==> src/rtl/ifetch_if.sv <==
// Fetch-stage bundle: controller-facing instruction port plus program-memory read port.
// Pure wiring, no latency of its own.
// The master side is the fetch unit. The slave side is the controller and memory it talks to.
interface ifetch_if #(
    parameter int ADDR_W = 8
);
    // controller side
    logic              fetch;
    logic              jump;
    logic [ADDR_W-1:0] jump_addr;
    logic [7:0]        instr;
    logic              instr_valid;
    logic [ADDR_W-1:0] pc;
    // program memory side
    logic              mem_req;
    logic [ADDR_W-1:0] mem_addr;
    logic              mem_ack;
    logic [7:0]        mem_rdata;

    modport master (
        input  fetch, jump, jump_addr, mem_ack, mem_rdata,
        output instr, instr_valid, pc, mem_req, mem_addr
    );

    modport slave (
        output fetch, jump, jump_addr, mem_ack, mem_rdata,
        input  instr, instr_valid, pc, mem_req, mem_addr
    );
endinterface

==> src/rtl/ifetch.sv <==
// Instruction fetch: byte reads from program memory into a small prefetch queue whose head feeds ctrl.
// Latency: a byte acked at edge N is on instr/instr_valid in cycle N+1; one read outstanding at most.
// Backpressure: no new read starts while the queue is full; a pop reopens fetching on that same edge.
module ifetch #(
    parameter int                ADDR_W   = 8,
    parameter int                DEPTH    = 2,
    parameter logic [ADDR_W-1:0] RESET_PC = '0
) (
    input  logic     clk,
    input  logic     rst,
    ifetch_if.master bus
);
    localparam int PTR_W = (DEPTH > 1) ? $clog2(DEPTH) : 1;
    localparam int CNT_W = $clog2(DEPTH + 1);
    localparam logic [CNT_W-1:0] DEPTH_C = CNT_W'(DEPTH);
    localparam logic [PTR_W-1:0] LAST_P  = PTR_W'(DEPTH - 1);

    typedef enum logic [1:0] {
        IDLE  = 2'd0,
        REQ   = 2'd1,
        DRAIN = 2'd2
    } state_t;

    state_t            state;
    logic              mem_req_q;
    logic [ADDR_W-1:0] mem_addr_q;
    logic [ADDR_W-1:0] fetch_pc;
    logic [ADDR_W-1:0] head_pc;
    logic [CNT_W-1:0]  count;
    logic [PTR_W-1:0]  rd_ptr;
    logic [PTR_W-1:0]  wr_ptr;
    logic [7:0]        q_dat [DEPTH];

    logic              fire;
    logic              push;
    logic              pop;
    logic [CNT_W-1:0]  count_next;
    logic [ADDR_W-1:0] fetch_pc_inc;

    // Handshake events for this cycle; a jump suppresses both the push and the pop.
    always_comb begin
        fire         = mem_req_q && bus.mem_ack;
        push         = fire && (state == REQ) && !bus.jump;
        pop          = bus.fetch && (count != '0) && !bus.jump;
        fetch_pc_inc = fetch_pc + ADDR_W'(1);
        if (bus.jump) begin
            count_next = '0;
        end else begin
            count_next = count + CNT_W'(push) - CNT_W'(pop);
        end
    end

    // Prefetch queue storage and head PC; a jump flushes and re-bases the head.
    always_ff @(posedge clk) begin
        if (rst) begin
            count   <= '0;
            rd_ptr  <= '0;
            wr_ptr  <= '0;
            head_pc <= RESET_PC;
            for (int i = 0; i < DEPTH; i++) begin
                q_dat[i] <= 8'h00;
            end
        end else if (bus.jump) begin
            count   <= '0;
            rd_ptr  <= '0;
            wr_ptr  <= '0;
            head_pc <= bus.jump_addr;
        end else begin
            count <= count_next;
            if (push) begin
                q_dat[wr_ptr] <= bus.mem_rdata;
                wr_ptr        <= (wr_ptr == LAST_P) ? '0 : wr_ptr + PTR_W'(1);
            end
            if (pop) begin
                rd_ptr  <= (rd_ptr == LAST_P) ? '0 : rd_ptr + PTR_W'(1);
                head_pc <= head_pc + ADDR_W'(1);
            end
        end
    end

    // Request FSM: issues reads at fetch_pc, holds the address until ack, drains a stale read after a jump.
    always_ff @(posedge clk) begin
        if (rst) begin
            state      <= IDLE;
            mem_req_q  <= 1'b0;
            mem_addr_q <= RESET_PC;
            fetch_pc   <= RESET_PC;
        end else begin
            case (state)
                IDLE: begin
                    if (bus.jump) begin
                        state      <= REQ;
                        mem_req_q  <= 1'b1;
                        mem_addr_q <= bus.jump_addr;
                        fetch_pc   <= bus.jump_addr;
                    end else if (count_next < DEPTH_C) begin
                        state      <= REQ;
                        mem_req_q  <= 1'b1;
                        mem_addr_q <= fetch_pc;
                    end
                end
                REQ: begin
                    if (bus.jump) begin
                        fetch_pc <= bus.jump_addr;
                        if (bus.mem_ack) begin
                            // The acked byte belongs to the old stream; restart at the target.
                            mem_addr_q <= bus.jump_addr;
                        end else begin
                            state <= DRAIN;
                        end
                    end else if (bus.mem_ack) begin
                        fetch_pc <= fetch_pc_inc;
                        if (count_next < DEPTH_C) begin
                            mem_addr_q <= fetch_pc_inc;
                        end else begin
                            state     <= IDLE;
                            mem_req_q <= 1'b0;
                        end
                    end
                end
                DRAIN: begin
                    if (bus.jump) begin
                        fetch_pc <= bus.jump_addr;
                    end
                    if (bus.mem_ack) begin
                        state      <= REQ;
                        mem_addr_q <= bus.jump ? bus.jump_addr : fetch_pc;
                    end
                end
                default: begin
                    state     <= IDLE;
                    mem_req_q <= 1'b0;
                end
            endcase
        end
    end

    assign bus.mem_req     = mem_req_q;
    assign bus.mem_addr    = mem_addr_q;
    assign bus.instr       = q_dat[rd_ptr];
    assign bus.instr_valid = (count != '0);
    assign bus.pc          = head_pc;

endmodule
==> src/flat_wrapper.sv <==
// flat-port wrapper written by rule: the top's interface ports become plain ports
module ifetch_flat 
#(
    parameter int                ADDR_W   = 8,
    parameter int                DEPTH    = 2,
    parameter logic [ADDR_W-1:0] RESET_PC = '0
)
  (clk, rst, bus_fetch, bus_jump, bus_jump_addr, bus_mem_ack, bus_mem_rdata, bus_instr, bus_instr_valid, bus_pc, bus_mem_req, bus_mem_addr);
  ifetch_if #(.ADDR_W(ADDR_W)) bus_i ();
  input  logic clk;
  input  logic rst;
  input wire logic [$bits(bus_i.fetch)-1:0] bus_fetch;
  input wire logic [$bits(bus_i.jump)-1:0] bus_jump;
  input wire logic [$bits(bus_i.jump_addr)-1:0] bus_jump_addr;
  input wire logic [$bits(bus_i.mem_ack)-1:0] bus_mem_ack;
  input wire logic [$bits(bus_i.mem_rdata)-1:0] bus_mem_rdata;
  output wire logic [$bits(bus_i.instr)-1:0] bus_instr;
  output wire logic [$bits(bus_i.instr_valid)-1:0] bus_instr_valid;
  output wire logic [$bits(bus_i.pc)-1:0] bus_pc;
  output wire logic [$bits(bus_i.mem_req)-1:0] bus_mem_req;
  output wire logic [$bits(bus_i.mem_addr)-1:0] bus_mem_addr;
  assign bus_i.fetch = bus_fetch;
  assign bus_i.jump = bus_jump;
  assign bus_i.jump_addr = bus_jump_addr;
  assign bus_i.mem_ack = bus_mem_ack;
  assign bus_i.mem_rdata = bus_mem_rdata;
  assign bus_instr = bus_i.instr;
  assign bus_instr_valid = bus_i.instr_valid;
  assign bus_pc = bus_i.pc;
  assign bus_mem_req = bus_i.mem_req;
  assign bus_mem_addr = bus_i.mem_addr;
  ifetch #(.ADDR_W(ADDR_W), .DEPTH(DEPTH), .RESET_PC(RESET_PC)) u_core (.clk(clk), .rst(rst), .bus(bus_i));
endmodule
==> config.mk <==
export PLATFORM = sky130hd
export DESIGN_NAME = ifetch_flat
export DESIGN_NICKNAME = d
export VERILOG_FILES = /design/src/rtl/ifetch_if.sv /design/src/rtl/ifetch.sv /design/src/flat_wrapper.sv
export SDC_FILE = /design/constraint.sdc
export NUM_CORES = 1
export LEC_CHECK = 0
export ABC_AREA = 1
export CAP_MARGIN = 20
export CORE_MARGIN = 2
export CORE_UTILIZATION = 55
export CTS_CLUSTER_DIAMETER = 30
export DETAILED_ROUTE_END_ITERATION = 10
export PLACE_DENSITY_LB_ADDON = 0.2
export SLEW_MARGIN = 10
export SYNTH_ARGS = -nofsm -noshare
export SYNTH_HDL_FRONTEND = slang
export SYNTH_SLANG_ARGS = --single-unit
==> constraint.sdc <==
create_clock -name clk -period 6.1 [get_ports clk]
set_input_delay 1.22 -clock clk [delete_from_list [all_inputs] [get_ports clk]]
set_output_delay 1.22 -clock clk [all_outputs]
set_load 0.03 [all_outputs]
==> run_summary.xml <==
<?xml version="1.0" encoding="UTF-8"?>
<metrics>
  <group name="pwr">
    <metric name="finalPower" unit="W">0.0007530</metric>
    <metric name="power.ir.vdd_worst" unit="mV">0.1650</metric>
    <metric name="powerDensity" unit="nW/um^2">240.6</metric>
    <metric name="p_leak" unit="nW">1.342</metric>
  </group>
  <group name="floorplan">
    <metric name="start_util" unit="%">57.71</metric>
    <metric name="num_rows" unit="">24</metric>
    <metric name="design.die.area" unit="um^2">5192</metric>
    <metric name="fp.dieW" unit="um">72.06</metric>
    <metric name="core-area" unit="um^2">4414</metric>
    <metric name="die_y" unit="um">72.06</metric>
    <metric name="top_level_ports" unit="">47</metric>
  </group>
  <group name="finish">
    <metric name="design.final.nets" unit="">414</metric>
    <metric name="post_layout_nonfiller_instances" unit="">442</metric>
    <metric name="share_of_post_route_cells_with_drive_strength_above_1" unit="%">6.923</metric>
    <metric name="finish.utilization" unit="%">70.89</metric>
    <metric name="layout_overhead_on_the_synthesized_area" unit="%">22.84</metric>
    <metric name="antenna_cells_inserted" unit="">0</metric>
  </group>
  <group name="cts">
    <metric name="cts-resized-gates" unit="">0</metric>
    <metric name="clock_insertion_delay_worst_skew" unit="ps">310</metric>
    <metric name="cts_setup_buffers" unit="">0</metric>
    <metric name="cts.hold.buffers_added" unit="">0</metric>
    <metric name="cts_h_tree_depth" unit="">2</metric>
    <metric name="clock_tree.buffer_depth" unit="">2</metric>
    <metric name="clk_pin_slew" unit="ps">90</metric>
    <metric name="cts_root_buf" unit="">sky130_fd_sc_hd__clkbuf_8</metric>
    <metric name="tritoncts" unit="">done</metric>
    <metric name="cts-buffers-inserted" unit="">5</metric>
    <metric name="clock_sink_count" unit="">48</metric>
  </group>
  <group name="timing">
    <metric name="worstMarginPinSlew" unit="ps">875.5</metric>
    <metric name="slew_headroom" unit="%">41.45</metric>
    <metric name="finalMaxSlewViolations" unit="">0</metric>
    <metric name="hold-worst-slack" unit="ps">471.7</metric>
    <metric name="rsz0062_at_grt" unit="">no</metric>
    <metric name="timing_hold_violations_final" unit="">0</metric>
    <metric name="finalCriticalPeriod" unit="ps">3773</metric>
    <metric name="achievable-frequency" unit="MHz">265.1</metric>
    <metric name="clock_skew" unit="ps">5.631</metric>
    <metric name="setup-violations-final" unit="">0</metric>
    <metric name="post-route-period-util" unit="%">61.85</metric>
    <metric name="fin_setup_tns" unit="ps">0</metric>
  </group>
  <group name="min_path">
    <metric name="hold_depth" unit="">2</metric>
    <metric name="min_delay_worst_endpoint" unit="">u_core.bus.mem_addr[1]</metric>
    <metric name="worst_hold_path_type" unit="">flip-flop to flip-flop</metric>
    <metric name="worst_hold_startpoint" unit="">u_core.bus.mem_addr[1]</metric>
  </group>
  <group name="global_routing">
    <metric name="grtUsageTotal" unit="%">24.00</metric>
    <metric name="gr-total-overflow" unit="">0</metric>
    <metric name="grt_start_max_net_pins" unit="">26</metric>
    <metric name="vias_in_the_first_global_route" unit="">2185</metric>
    <metric name="first_pass_grt_wire_length" unit="um">9742</metric>
    <metric name="antenna_found_initial" unit="">0</metric>
  </group>
  <group name="synthesis">
    <metric name="ys_top_cells_by_count" unit="">sky130_fd_sc_hd__nand2_1, sky130_fd_sc_hd__nor2_1, sky130_fd_sc_hd__a21oi_1</metric>
    <metric name="synth-async-reset-ratio" unit="%">0</metric>
    <metric name="yosysTopAreaCell" unit="">sky130_fd_sc_hd__dfxtp_1</metric>
    <metric name="mapped_cell_area" unit="um^2">2547</metric>
    <metric name="syn_area_per_cell" unit="um^2">7.363</metric>
    <metric name="synth_most_common_cell" unit="">sky130_fd_sc_hd__nand2_1</metric>
    <metric name="ys_warn_count" unit="">0</metric>
    <metric name="synth_enable_flop_cells" unit="">16</metric>
    <metric name="synth_top_cell_area_share" unit="%">25.15</metric>
    <metric name="dominantRegCellSynth" unit="">sky130_fd_sc_hd__dfxtp_1</metric>
    <metric name="postSynthRegisterBits" unit="">48</metric>
    <metric name="synth.area.top_cells" unit="">sky130_fd_sc_hd__dfxtp_1, sky130_fd_sc_hd__edfxtp_1, sky130_fd_sc_hd__nand2_1</metric>
    <metric name="netlist_instances" unit="">346</metric>
    <metric name="synth_cell_types" unit="">30</metric>
    <metric name="yosysSeqAreaShare" unit="%">44.01</metric>
    <metric name="synth_nets" unit="">371</metric>
  </group>
  <group name="worst_setup_path">
    <metric name="wp_data_arrival" unit="ps">3980</metric>
    <metric name="startpoint" unit="">bus_jump</metric>
    <metric name="critical_path_fanout_max" unit="">25</metric>
    <metric name="r2r_cells" unit="">11</metric>
    <metric name="worst_setup_path_end_kind" unit="">flip-flop</metric>
    <metric name="reg2reg_to" unit="">u_core.bus.mem_addr[5]</metric>
    <metric name="crit_path_max_incr_delay" unit="ps">1040</metric>
    <metric name="crit_path_top_delay_cell" unit="">sky130_fd_sc_hd__clkdlybuf4s50_1</metric>
    <metric name="critical_path_buf_inv_count" unit="">3</metric>
    <metric name="r2r_start" unit="">u_core.state[0]</metric>
    <metric name="critPathMostFrequentCell" unit="">sky130_fd_sc_hd__nor2_1</metric>
    <metric name="critPathLaunchType" unit="">input pin</metric>
    <metric name="reg2reg_setup_slack" unit="ps">3460</metric>
    <metric name="crit_family" unit="">buffers and inverters</metric>
    <metric name="criticalPathCategory" unit="">input pin to flip-flop</metric>
    <metric name="path_cells" unit="">clkdlybuf4s50_1 &gt; inv_2 &gt; nand4_1 &gt; inv_1 &gt; ha_1 &gt; nand3b_1 &gt; nand3_2 &gt; nor2_1 &gt; nor2_4 &gt; nand2_1 &gt; nor2_1 &gt; nor2_1</metric>
    <metric name="timing.critical_path.required" unit="ps">6300</metric>
  </group>
  <group name="detailed_routing">
    <metric name="detailedRoute.firstIterationViolations" unit="">120</metric>
    <metric name="detail_route.drc_violations" unit="">0</metric>
    <metric name="detail-route-antenna-nets" unit="">0</metric>
    <metric name="via_count" unit="">2397</metric>
    <metric name="routed_wirelength" unit="um">5862</metric>
    <metric name="dr.pass1.iters" unit="">5</metric>
    <metric name="avgViaCountPerCell" unit="">5.423</metric>
    <metric name="detail_route.wl_per_cell" unit="um">13.26</metric>
  </group>
  <group name="status">
    <metric name="run_status" unit="">finished clean</metric>
  </group>
  <group name="placed_design">
    <metric name="dpl.hpwl" unit="um">4256</metric>
    <metric name="port_buffers" unit="">46</metric>
    <metric name="globalplace.congestion" unit="">0.8759</metric>
    <metric name="placedCellCount" unit="">434</metric>
  </group>
  <group name="job">
    <metric name="drv_cap" unit="">0</metric>
  </group>
</metrics>
-- metrics by stage --
stage | cell area [um^2] | setup WS (ps)
after floorplan | 2547 | 3140
after global placement | 3018 | 2179
after detailed placement | 3018 | 2050
after CTS | 3129 | 2359
after global routing | 3129 | 2062
final | 3129 | 2327
-- metal layers --
metal | part of all wire (%) | vias up | wire length (um) | global-route usage [%]
met3 | 6.3 | 6 | 369 | 3.611
met4 | 0.90 | 0 | 53 | 7.757
li1 | - | 1219 | - | -
met2 | 45 | 88 | 2641 | 39.71
met5 | 0 | - | 0 | 0
met1 | 48 | 1084 | 2797 | 32.56
-- cells by family after synthesis --
logic type	share of synthesized area, %
fa+ha+maj	1.965
simple gates	27.21
compound gates	14.29
buf+inv	7.612
mux	3.536
flops	44.01
xor+xnor	1.375
-- worst max path at each step --
stage                                         to  cells past startpoint
final                     u_core.bus.mem_addr[5]                     12
after global routing      u_core.bus.mem_addr[7]                     12
after CTS                 u_core.bus.mem_addr[5]                     12
after detailed placement  u_core.bus.mem_addr[5]                     12
after global placement    u_core.bus.mem_addr[5]                     12
after floorplan           u_core.bus.mem_addr[4]                     12
-- where the power goes --
| group | switching, W | leakage (nW) | internal [W] |
|---|---|---|---|
| registers | 0.0000182 | 0.429 | 0.000350 |
| clock network | 0.000112 | 0.0541 | 0.000121 |
| logic | 0.0000908 | 0.859 | 0.0000608 |
-- layout by cell type (no fill, tap or decap), types with 2 or more instances in the layout --
master and count:
sky130_fd_sc_hd__a21oi_1 36, sky130_fd_sc_hd__xor2_1 3, sky130_fd_sc_hd__dfxtp_1 32, sky130_fd_sc_hd__o21ai_0 22, sky130_fd_sc_hd__a31oi_1 3, sky130_fd_sc_hd__nand4_1 5, sky130_fd_sc_hd__clkdlybuf4s50_1 46, sky130_fd_sc_hd__nand2_1 96
sky130_fd_sc_hd__edfxtp_1 16, sky130_fd_sc_hd__mux2_2 8, sky130_fd_sc_hd__inv_2 4, sky130_fd_sc_hd__clkbuf_8 5, sky130_fd_sc_hd__nor2_1 44, sky130_fd_sc_hd__inv_1 33, sky130_fd_sc_hd__nor2_4 2, sky130_fd_sc_hd__o211ai_1 2
sky130_fd_sc_hd__nand3_1 16, sky130_fd_sc_hd__nand3_2 2, sky130_fd_sc_hd__ha_1 4
-- state kept, by name, indices dropped and copies added, names as in the netlist, named ones only --
| register | flops |
|---|---|
| u_core.bus.mem_req | 1 |
| u_core.bus.mem_addr | 8 |
| u_core.count | 2 |
| u_core.wr_ptr | 1 |
| u_core.state | 2 |
| u_core.rd_ptr | 1 |
| u_core.bus.pc | 8 |
| u_core.fetch_pc | 8 |
| u_core.q_dat | 16 |
-- final cells by class --
type	instances	area, um^2
clock buffer	5	68.82
timing repair buffer	46	460.4
sequential	48	1121
clock inverter	3	42.54
fill	373	1285
tap	52	65.06
multi-input combinational	251	1232
inverter	37	138.9
-- worst min-delay path, cell delays in order (launching register included) --
cell                      delay, ps
sky130_fd_sc_hd__dfxtp_1        320
sky130_fd_sc_hd__nand2_1         60
sky130_fd_sc_hd__a21oi_1         60
No activity file was read; power rests on OpenSTA's default activity.
